===== src/rtl/divisor_param.sv =====
// -----------------------------------------------------------------------------
// divisor_param
// Iterative restoring divider of configurable width W. It produces one quotient
// bit per clock and supports signed or unsigned operands, chosen per operation.
// The unit uses a Start/Busy/Done handshake. It is intended as a multi-cycle
// arithmetic unit that sits behind a datapath controller.
//
// Parameters
//   W        operand/result width in bits (W >= 4), default 32
//   CW       iteration counter width, derived as $clog2(W+1) (local, fixed)
//
// Ports
//   CLK      in   clock; all state changes on the rising edge
//   RST      in   synchronous reset, active-high; overrides everything
//   Start    in   operation request; sampled only while idle
//   Signed   in   1 = two's-complement operands, 0 = unsigned
//   Num      in   dividend (W bits), captured with Start
//   Den      in   divisor  (W bits), captured with Start
//   Coc      out  quotient, registered, held until the next Done
//   Res      out  remainder, registered, held until the next Done
//   Busy     out  high while an operation is in progress
//   Done     out  one-cycle pulse when Coc/Res/DivZero are updated
//   DivZero  out  1 if the last completed operation had Den == 0
//   Abort    in   (only with DIVISOR_ABORT_EN) cancels the running operation
//
// Build option
//   DIVISOR_ABORT_EN  adds the Abort input. Abort while Busy returns the unit
//                     to idle with no Done, and the published results are left
//                     untouched. RST still takes priority over Abort.
//
// Latency
//   Normal operation: Start accepted at edge k, results and Done appear after
//   edge k+W+1. Divide-by-zero: results and Done appear after edge k+2.
// -----------------------------------------------------------------------------
module divisor_param #(
  parameter int W = 32
) (
`ifdef DIVISOR_ABORT_EN
  input  logic         Abort,
`endif
  input  logic         CLK,
  input  logic         RST,
  input  logic         Start,
  input  logic         Signed,
  input  logic [W-1:0] Num,
  input  logic [W-1:0] Den,
  output logic [W-1:0] Coc,
  output logic [W-1:0] Res,
  output logic         Busy,
  output logic         Done,
  output logic         DivZero
);

  localparam int CW = $clog2(W + 1);

  localparam logic [1:0] ST_IDLE = 2'd0;
  localparam logic [1:0] ST_CALC = 2'd1;
  localparam logic [1:0] ST_FIX  = 2'd2;

  localparam logic [W-1:0]  ZERO_W = {W{1'b0}};
  localparam logic [W-1:0]  ONES_W = {W{1'b1}};
  localparam logic [CW-1:0] ZERO_C = {CW{1'b0}};
  localparam logic [CW-1:0] ONE_C  = {{(CW-1){1'b0}}, 1'b1};

  // Two's-complement negation on W bits. MIN negates to itself, which gives
  // the wrap behaviour of MIN / -1.
  function automatic logic [W-1:0] neg_f(input logic [W-1:0] v);
    neg_f = ~v + {{(W-1){1'b0}}, 1'b1};
  endfunction

  // State and datapath registers
  logic [1:0]    state_q, state_d;
  logic [W-1:0]  acc_q,   acc_d;     // partial remainder
  logic [W-1:0]  quo_q,   quo_d;     // dividend shifting out / quotient in
  logic [W-1:0]  m_q,     m_d;       // divisor magnitude
  logic [CW-1:0] cnt_q,   cnt_d;
  logic          sn_q,    sn_d;      // dividend was negative (signed mode)
  logic          sd_q,    sd_d;      // divisor was negative (signed mode)
  logic          zero_q,  zero_d;    // divide-by-zero operation in flight

  // Output registers
  logic [W-1:0]  coc_q,   coc_d;
  logic [W-1:0]  res_q,   res_d;
  logic          busy_q,  busy_d;
  logic          done_q,  done_d;
  logic          dz_q,    dz_d;

  // Datapath step signals
  logic [W:0]    a_ext_s;
  logic          ge_s;
  logic [W-1:0]  diff_s;
  logic          abort_s;

`ifdef DIVISOR_ABORT_EN
  assign abort_s = Abort & busy_q;
`else
  assign abort_s = 1'b0;
`endif

  // One restoring step. The shifted partial remainder keeps the bit that
  // leaves ACCU, so the compare is W+1 bits wide. A W-bit subtraction is
  // enough for the result, because the difference fits in W bits whenever
  // the compare succeeds.
  always_comb begin
    a_ext_s = {acc_q, quo_q[W-1]};
    ge_s    = (a_ext_s >= {1'b0, m_q});
    diff_s  = a_ext_s[W-1:0] - m_q;
  end

  // Next-state logic for the control FSM and the datapath registers
  always_comb begin
    state_d = state_q;
    acc_d   = acc_q;
    quo_d   = quo_q;
    m_d     = m_q;
    cnt_d   = cnt_q;
    sn_d    = sn_q;
    sd_d    = sd_q;
    zero_d  = zero_q;
    coc_d   = coc_q;
    res_d   = res_q;
    busy_d  = busy_q;
    done_d  = 1'b0;
    dz_d    = dz_q;

    if (abort_s) begin
      // Cancelled operation: drop to idle and leave the published results alone.
      state_d = ST_IDLE;
      busy_d  = 1'b0;
    end else begin
      case (state_q)
        ST_IDLE: begin
          if (Start) begin
            sn_d   = Signed & Num[W-1];
            sd_d   = Signed & Den[W-1];
            quo_d  = (Signed & Num[W-1]) ? neg_f(Num) : Num;
            m_d    = (Signed & Den[W-1]) ? neg_f(Den) : Den;
            acc_d  = ZERO_W;
            busy_d = 1'b1;
            if (Den == ZERO_W) begin
              // Divide-by-zero skips the iterations. It holds in FIX for one
              // cycle so that its results appear two edges after Start.
              zero_d  = 1'b1;
              cnt_d   = ONE_C;
              state_d = ST_FIX;
            end else begin
              zero_d  = 1'b0;
              cnt_d   = CW'(W);
              state_d = ST_CALC;
            end
          end else begin
            state_d = ST_IDLE;
          end
        end

        ST_CALC: begin
          if (ge_s) begin
            acc_d = diff_s;
            quo_d = {quo_q[W-2:0], 1'b1};
          end else begin
            acc_d = a_ext_s[W-1:0];
            quo_d = {quo_q[W-2:0], 1'b0};
          end
          cnt_d = cnt_q - ONE_C;
          if (cnt_q == ONE_C) begin
            state_d = ST_FIX;
          end else begin
            state_d = ST_CALC;
          end
        end

        ST_FIX: begin
          if (zero_q && (cnt_q != ZERO_C)) begin
            cnt_d   = ZERO_C;
            state_d = ST_FIX;
          end else begin
            if (zero_q) begin
              // Re-applying the capture negation restores Num unmodified.
              coc_d = ONES_W;
              res_d = sn_q ? neg_f(quo_q) : quo_q;
              dz_d  = 1'b1;
            end else begin
              coc_d = (sn_q ^ sd_q) ? neg_f(quo_q) : quo_q;
              res_d = sn_q ? neg_f(acc_q) : acc_q;
              dz_d  = 1'b0;
            end
            done_d  = 1'b1;
            busy_d  = 1'b0;
            cnt_d   = ZERO_C;
            state_d = ST_IDLE;
          end
        end

        default: begin
          state_d = ST_IDLE;
          busy_d  = 1'b0;
        end
      endcase
    end
  end

  // State and output registers with synchronous reset
  always_ff @(posedge CLK) begin
    if (RST) begin
      state_q <= ST_IDLE;
      acc_q   <= ZERO_W;
      quo_q   <= ZERO_W;
      m_q     <= ZERO_W;
      cnt_q   <= ZERO_C;
      sn_q    <= 1'b0;
      sd_q    <= 1'b0;
      zero_q  <= 1'b0;
      coc_q   <= ZERO_W;
      res_q   <= ZERO_W;
      busy_q  <= 1'b0;
      done_q  <= 1'b0;
      dz_q    <= 1'b0;
    end else begin
      state_q <= state_d;
      acc_q   <= acc_d;
      quo_q   <= quo_d;
      m_q     <= m_d;
      cnt_q   <= cnt_d;
      sn_q    <= sn_d;
      sd_q    <= sd_d;
      zero_q  <= zero_d;
      coc_q   <= coc_d;
      res_q   <= res_d;
      busy_q  <= busy_d;
      done_q  <= done_d;
      dz_q    <= dz_d;
    end
  end

  assign Coc     = coc_q;
  assign Res     = res_q;
  assign Busy    = busy_q;
  assign Done    = done_q;
  assign DivZero = dz_q;

endmodule


===== config.mk =====
export PLATFORM = sky130hd
export DESIGN_NAME = divisor_param
export DESIGN_NICKNAME = d
export VERILOG_FILES = /design/src/rtl/divisor_param.sv
export SDC_FILE = /design/constraint.sdc
export NUM_CORES = 1
export LEC_CHECK = 0
export BUFFER_PORTS_ARGS = -buffer_cell sky130_fd_sc_hd__buf_2
export CAP_MARGIN = 10
export CORE_MARGIN = 5
export CORE_UTILIZATION = 50
export DETAILED_ROUTE_END_ITERATION = 10
export GPL_TIMING_DRIVEN = 1
export PLACE_DENSITY = 0.7
export SLEW_MARGIN = 20
export SYNTH_ARGS = -nofsm -noshare
export SYNTH_HDL_FRONTEND = slang
export SYNTH_SLANG_ARGS = --single-unit

===== constraint.sdc =====
create_clock -name CLK -period 6.04 [get_ports CLK]
set_input_delay 0.604 -clock CLK [delete_from_list [all_inputs] [get_ports CLK]]
set_output_delay 0.604 -clock CLK [all_outputs]
set_load 0.1 [all_outputs]

# After elaboration in Yosys (flattened, before gate mapping)
# Cells that the tools add are included.
[totals]
wordCells = 74
out_inout_bits = 67
ff_bits = 174
in_bits = 68
[classes]
mux = 27
magnitude_cmp = 1
n_addsub = 6
n_reduce_logical = 12
eq_ne = 5
bitwise = 10
[op_table]
columns = ["op", "count"]
rows = [
  ["32-bit 2-to-1 mux", 10],
  ["32-bit by 1-bit adder with 32-bit output, second input constant", 4],
  ["32-bit NOT", 4],
  ["32-bit case mux with 2 select lines", 2],
  ["33-bit by 32-bit greater-or-equal comparator with 1-bit output", 1],
  ["32-bit logical NOT", 1],
  ["32-bit subtractor", 1],
  ["6-bit case mux with 3 select lines", 1],
  ["6-bit 2-to-1 mux", 2],
  ["2-bit 2-to-1 mux", 4],
  ["2-bit AND reduction", 4],
  ["6-bit by 1-bit == test with 1-bit output, second input constant", 1],
  ["1-bit 2-to-1 mux", 6],
  ["2-bit case mux with 3 select lines", 1],
  ["6-bit nonzero test", 1],
  ["6-bit by 1-bit subtractor with 6-bit output, second input constant", 1],
  ["2-bit != test, second input constant", 2],
  ["1-bit NOT", 3],
  ["1-bit case mux with 3 select lines", 1],
  ["3-bit AND reduction", 1],
  ["3-bit nonzero test", 1],
  ["1-bit AND", 2],
  ["2-bit by 1-bit == test with 1-bit output, second input constant", 1],
  ["2-bit == test, second input constant", 1],
  ["5 further kinds", 5],
]

# Longest topological paths before layout
[logic_depth]
ltp_word = 5
depth_mapped = 14
depth_no_buf = 13

# Worst setup path before layout
# Ideal clock, no wire load.
[synth_path]
path_type = "input port to flip-flop"
start = "input Den[5]"
end = "register m_q[29]"
t_arrival_ps = 3224
path_slack_ps = 2731
path_stages = 9
cell_sequence = "or4_1 > nor4_1 > and2_1 > nand3_1 > or3_1 > or4_1 > o41ai_1 > xor2_1 > a211oi_1"
[synth_between]
elab_chain_cells = 3
[synth_rtl]
columns = ["element", "line", "rtl"]
rows = [
  ["start, declared", "46", "input logic [W-1:0] Den,"],
  ["32-bit NOT", "68", "neg_f = ~v + {{(W-1){1'b0}}, 1'b1};"],
  ["32-bit by 1-bit adder with 32-bit output", "68", ""],
  ["32-bit 2-to-1 mux", "137", "m_d = (Signed & Den[W-1]) ? neg_f(Den) : Den;"],
  ["end signal, assigned", "222", "m_q <= m_d;"],
  ["end, declared", "75", "logic [W-1:0] m_q, m_d;"],
]
# Every way passes these cells.
# A chain may end at the register's enable or synchronous reset.

# Final worst setup path
[layout_path]
start = "register quo_q[31]"
end = "register acc_q[26]"
[layout_between]
elab_chain_cells = 3
[layout_rtl]
columns = ["element", "line", "rtl"]
rows = [
  ["start, declared", "74", "logic [W-1:0] quo_q, quo_d;"],
  ["start signal, assigned", "221", "quo_q <= quo_d;"],
  ["32-bit subtractor / 33-bit by 32-bit greater-or-equal comparator with 1-bit output (equally long branches)", "107, 106", ""],
  ["32-bit 2-to-1 mux (*)", "157", "if (ge_s) begin"],
  ["32-bit case mux with 2 select lines (*)", "131", "case (state_q)"],
  ["end signal, assigned", "206", "acc_q <= ZERO_W;"],
  ["end signal, assigned", "220", "acc_q <= acc_d;"],
  ["end, declared", "73", "logic [W-1:0] acc_q, acc_d;"],
]
# Mark *: on every way between the ends. The rest lies on a longest branch, timed or not.

==> qor.yml <==
hold_path_end: "Res[21]"
grt_util_all_layers_pct: 25.33
ys_seq_area_share_pct: 29.55
routed_wl_mm: 34.31
fin_ws_ns: 2.124
cts_resized: 0
synth.distinct_cells: 69
syn_inst: 1597
start_kind: "register"
clk-insertion-delay-late_ns: 0.44
ys.flop_type: "dfxtp_1"
worstReg2RegStart: "quo_q[31]"
status: "finished, final reports clean"
post-place-ws_ns: 2.234
synth_top_family_by_area: "compound AO/OA/AOI/OAI gates"
diodes: 0
yosysTopAreaCell: "dfxtp_1"
syn_nets: 1709
dpl.hpwl_mm: 25.03
core_area_mm2: 0.02333
yosysWarningCount: 0
viasPerCell: 5.916
yosysTopAreaCellShare_pct: 29.55
mappedNetlistArea_mm2: 0.01179
reg2regPathDepth: 13
post_drt_wl_per_cell_um: 17.32
cts_root_buffer: "clkbuf_16"
hold_viol_final: 0
holdWs_ns: 0.4525
fin_skew_ns: 0.01438
maxCapViolations: 0
fin_nets: 1761
drive_gt1_share_pct: 12.27
ff_latch_area_mm2: 0.003486
cts.sinks: 174
hold_start: "Res[21]"
antenna_found_initial: 0
ios: 135
place.gp.congestion: 0.9165
critPathLaunch: "quo_q[31]"
worstMarginPinSlew_ns: 1.063
rsz0062_at_grt: "false"
synthMostInstantiatedCell: "nand2_1"
slew_violations: 0
hold_depth: 2
final.period_utilization_pct: 64.84
n_fill_cell: 2269
port_buffers: 134
synth_simple_gate_area_share_pct: 21.74
postRouteAntennaNets: 0
route.top_layer_used: "met4"
synth-seq-cells: 174
worstPathArrival_ns: 4.20
cpMaxStageDelayCell: "a2111oi_0"
max_stage_delay_ns: 0.70
power_density_mw_per_mm2: 231.7
cts_tree: "yes"
synth_compound_gate_area_share_pct: 27.31
htreeDepth: 4
grt_max_degree: 97
synth_fa_ha_area_share_pct: 4.734
ys_async_sr_fraction_pct: 0
path_cells: "inv_1, ha_1, inv_1, fa_1, a21o_1, a221o_1, a2111oi_0, o21bai_1, o211ai_1, a21o_1, a211o_1, a31oi_1, o21ai_0"
num_vias: 11720
first_pass_iters: 7
route.met3.wl_mm: 1.894
r2r_end: "acc_q[26]"
rrSetupSlack_ns: 2.12
max_freq_mhz: 255.4
syn_area_per_cell_um2: 7.382
wl_met1_mm: 15.81
slew_headroom_pct: 29.13
worst_setup_path_end_kind: "register"
cts_setup_buffers: 0
irDropWorstVdd_mv: 0.1513
ctsHoldBuffers: 0
stdcell_count: 1981
initial_core_util_pct: 50.53
yosys-top-cells-count: "nand2_1 (213), dfxtp_1 (174), a21oi_1 (158), nor2_1 (136), clkbuf_1 (105)"
synth_area_leaders: "dfxtp_1 (30%), nand2_1 (6.8%), a21oi_1 (6.7%), a211oi_1 (5.4%), xor2_1 (4.9%)"
die_x_um: 163.6
synthMuxAreaShare_pct: 2.070
p_leak_nw: 5.167
path_class: "register to register"
die_area_mm2: 0.02675
dpl.cell_count: 1949
wl_met2_mm: 15.85
die_y_um: 163.6
crit_path_max_fanout: 5
period_needed_ns: 3.916
first_global_vias: 10760
finalSetupViolations: 0
tns_ns: 0
synth_edf_count: 0
area_delta_synth_final_pct: 11.69
multi_input_area_mm2: 0.007660
drc: 0
cts_buffers: 17
hp-class: "register to register"
clk_pin_slew_ns: 0.08
dr.first_iter.drc_count: 930
grt-ovfl-total: 0
num_rows: 56
synthXorXnorAreaFrac_pct: 8.841
clock_path_buffers: 2
cp_data_required_time_ns: 6.33
grt_pass1_wl_mm: 55.70
[cell usage in the layout, fill, tap and decap left out, types with 8 or more instances in the layout]
cell type | synthesis | layout
and3_1 | 26 | 26
inv_1 | 60 | 60
nor4_1 | 16 | 16
o21ai_0 | 98 | 97
buf_2 | 3 | 133
a31oi_1 | 28 | 28
nand4_1 | 8 | 8
o31ai_1 | 21 | 21
buf_4 | 0 | 18
or4_1 | 12 | 12
a211oi_1 | 85 | 85
a311oi_1 | 9 | 9
nand3_1 | 23 | 23
o211ai_1 | 35 | 35
nand2_1 | 213 | 213
nor3_1 | 37 | 36
nor2_1 | 136 | 135
o41ai_1 | 8 | 8
a21oi_1 | 158 | 157
and2_1 | 10 | 9
xnor2_1 | 53 | 53
or3_1 | 33 | 33
a21o_1 | 18 | 18
clkbuf_16 | 0 | 17
mux2i_1 | 21 | 21
ha_1 | 43 | 43
nand2b_1 | 8 | 8
dfxtp_1 | 174 | 172
a32oi_1 | 10 | 10
xor2_1 | 66 | 65
[worst max-delay path, delay by kind of cell (launching register included)]
| kind | cells | cell delay (ns) |
|---|---|---|
| compound gates | 9 | 2.57 |
| flops | 1 | 0.30 |
| buf+inv | 2 | 0.25 |
| fa+ha+maj | 2 | 0.63 |
[worst max-delay path by stage]
stage | end | slack (ns) | cells past startpoint
after floorplan | m_q[29] | 2.73 | 9
after global placement | m_q[29] | 2.32 | 10
after detailed placement | m_q[29] | 2.23 | 10
after CTS | acc_q[26] | 2.19 | 13
after global routing | acc_q[26] | 2.01 | 13
final | acc_q[26] | 2.12 | 13
[cell families after synthesis]
kind of cell,after synthesis
fa+ha+maj,44
flops,174
simple gates,551
buf+inv,178
mux,23
xor+xnor,119
compound gates,508
[where the power goes]
part	internal (mW)	switching [mW]	total, mW
Combinational	0.240	0.438	0.678
Clock	0.559	0.557	1.12
Sequential	1.20	0.0622	1.26
[area by class of cell]
type	count	area share, %
sequential	174	26.48
clock buffer	17	3.231
inverter	60	1.711
tap	319	3.031
timing repair buffer	151	6.082
clock inverter	15	1.292
multi-input combinational	1245	58.18
[layer usage]
metal  vias to the layer above  global-route usage [%]
li1                       5860                       -
met2                       365                   40.92
met1                      5444                   35.29
met3                        51                   3.255
met4                         0                   7.930
met5                         -                       0
[flip-flops by register name, summed over array words and instances (netlist names), 2 cells and up]
name / flops
Coc: 32
Res: 32
acc_q: 32
m_q: 32
quo_q: 32
cnt_q: 6
state_q: 2
[metrics by stage]
step	power, mW	area (µm²)	utilization (%)
6_report	3.051	13170	56.43
3_5_place_dp	1.952	12570	53.88
3_3_place_gp	1.944	12570	53.88
2_1_floorplan	1.766	11790	-
4_1_cts	3.059	13170	56.43
5_1_grt	3.196	13170	56.43
(Power assumes the default switching activity.)
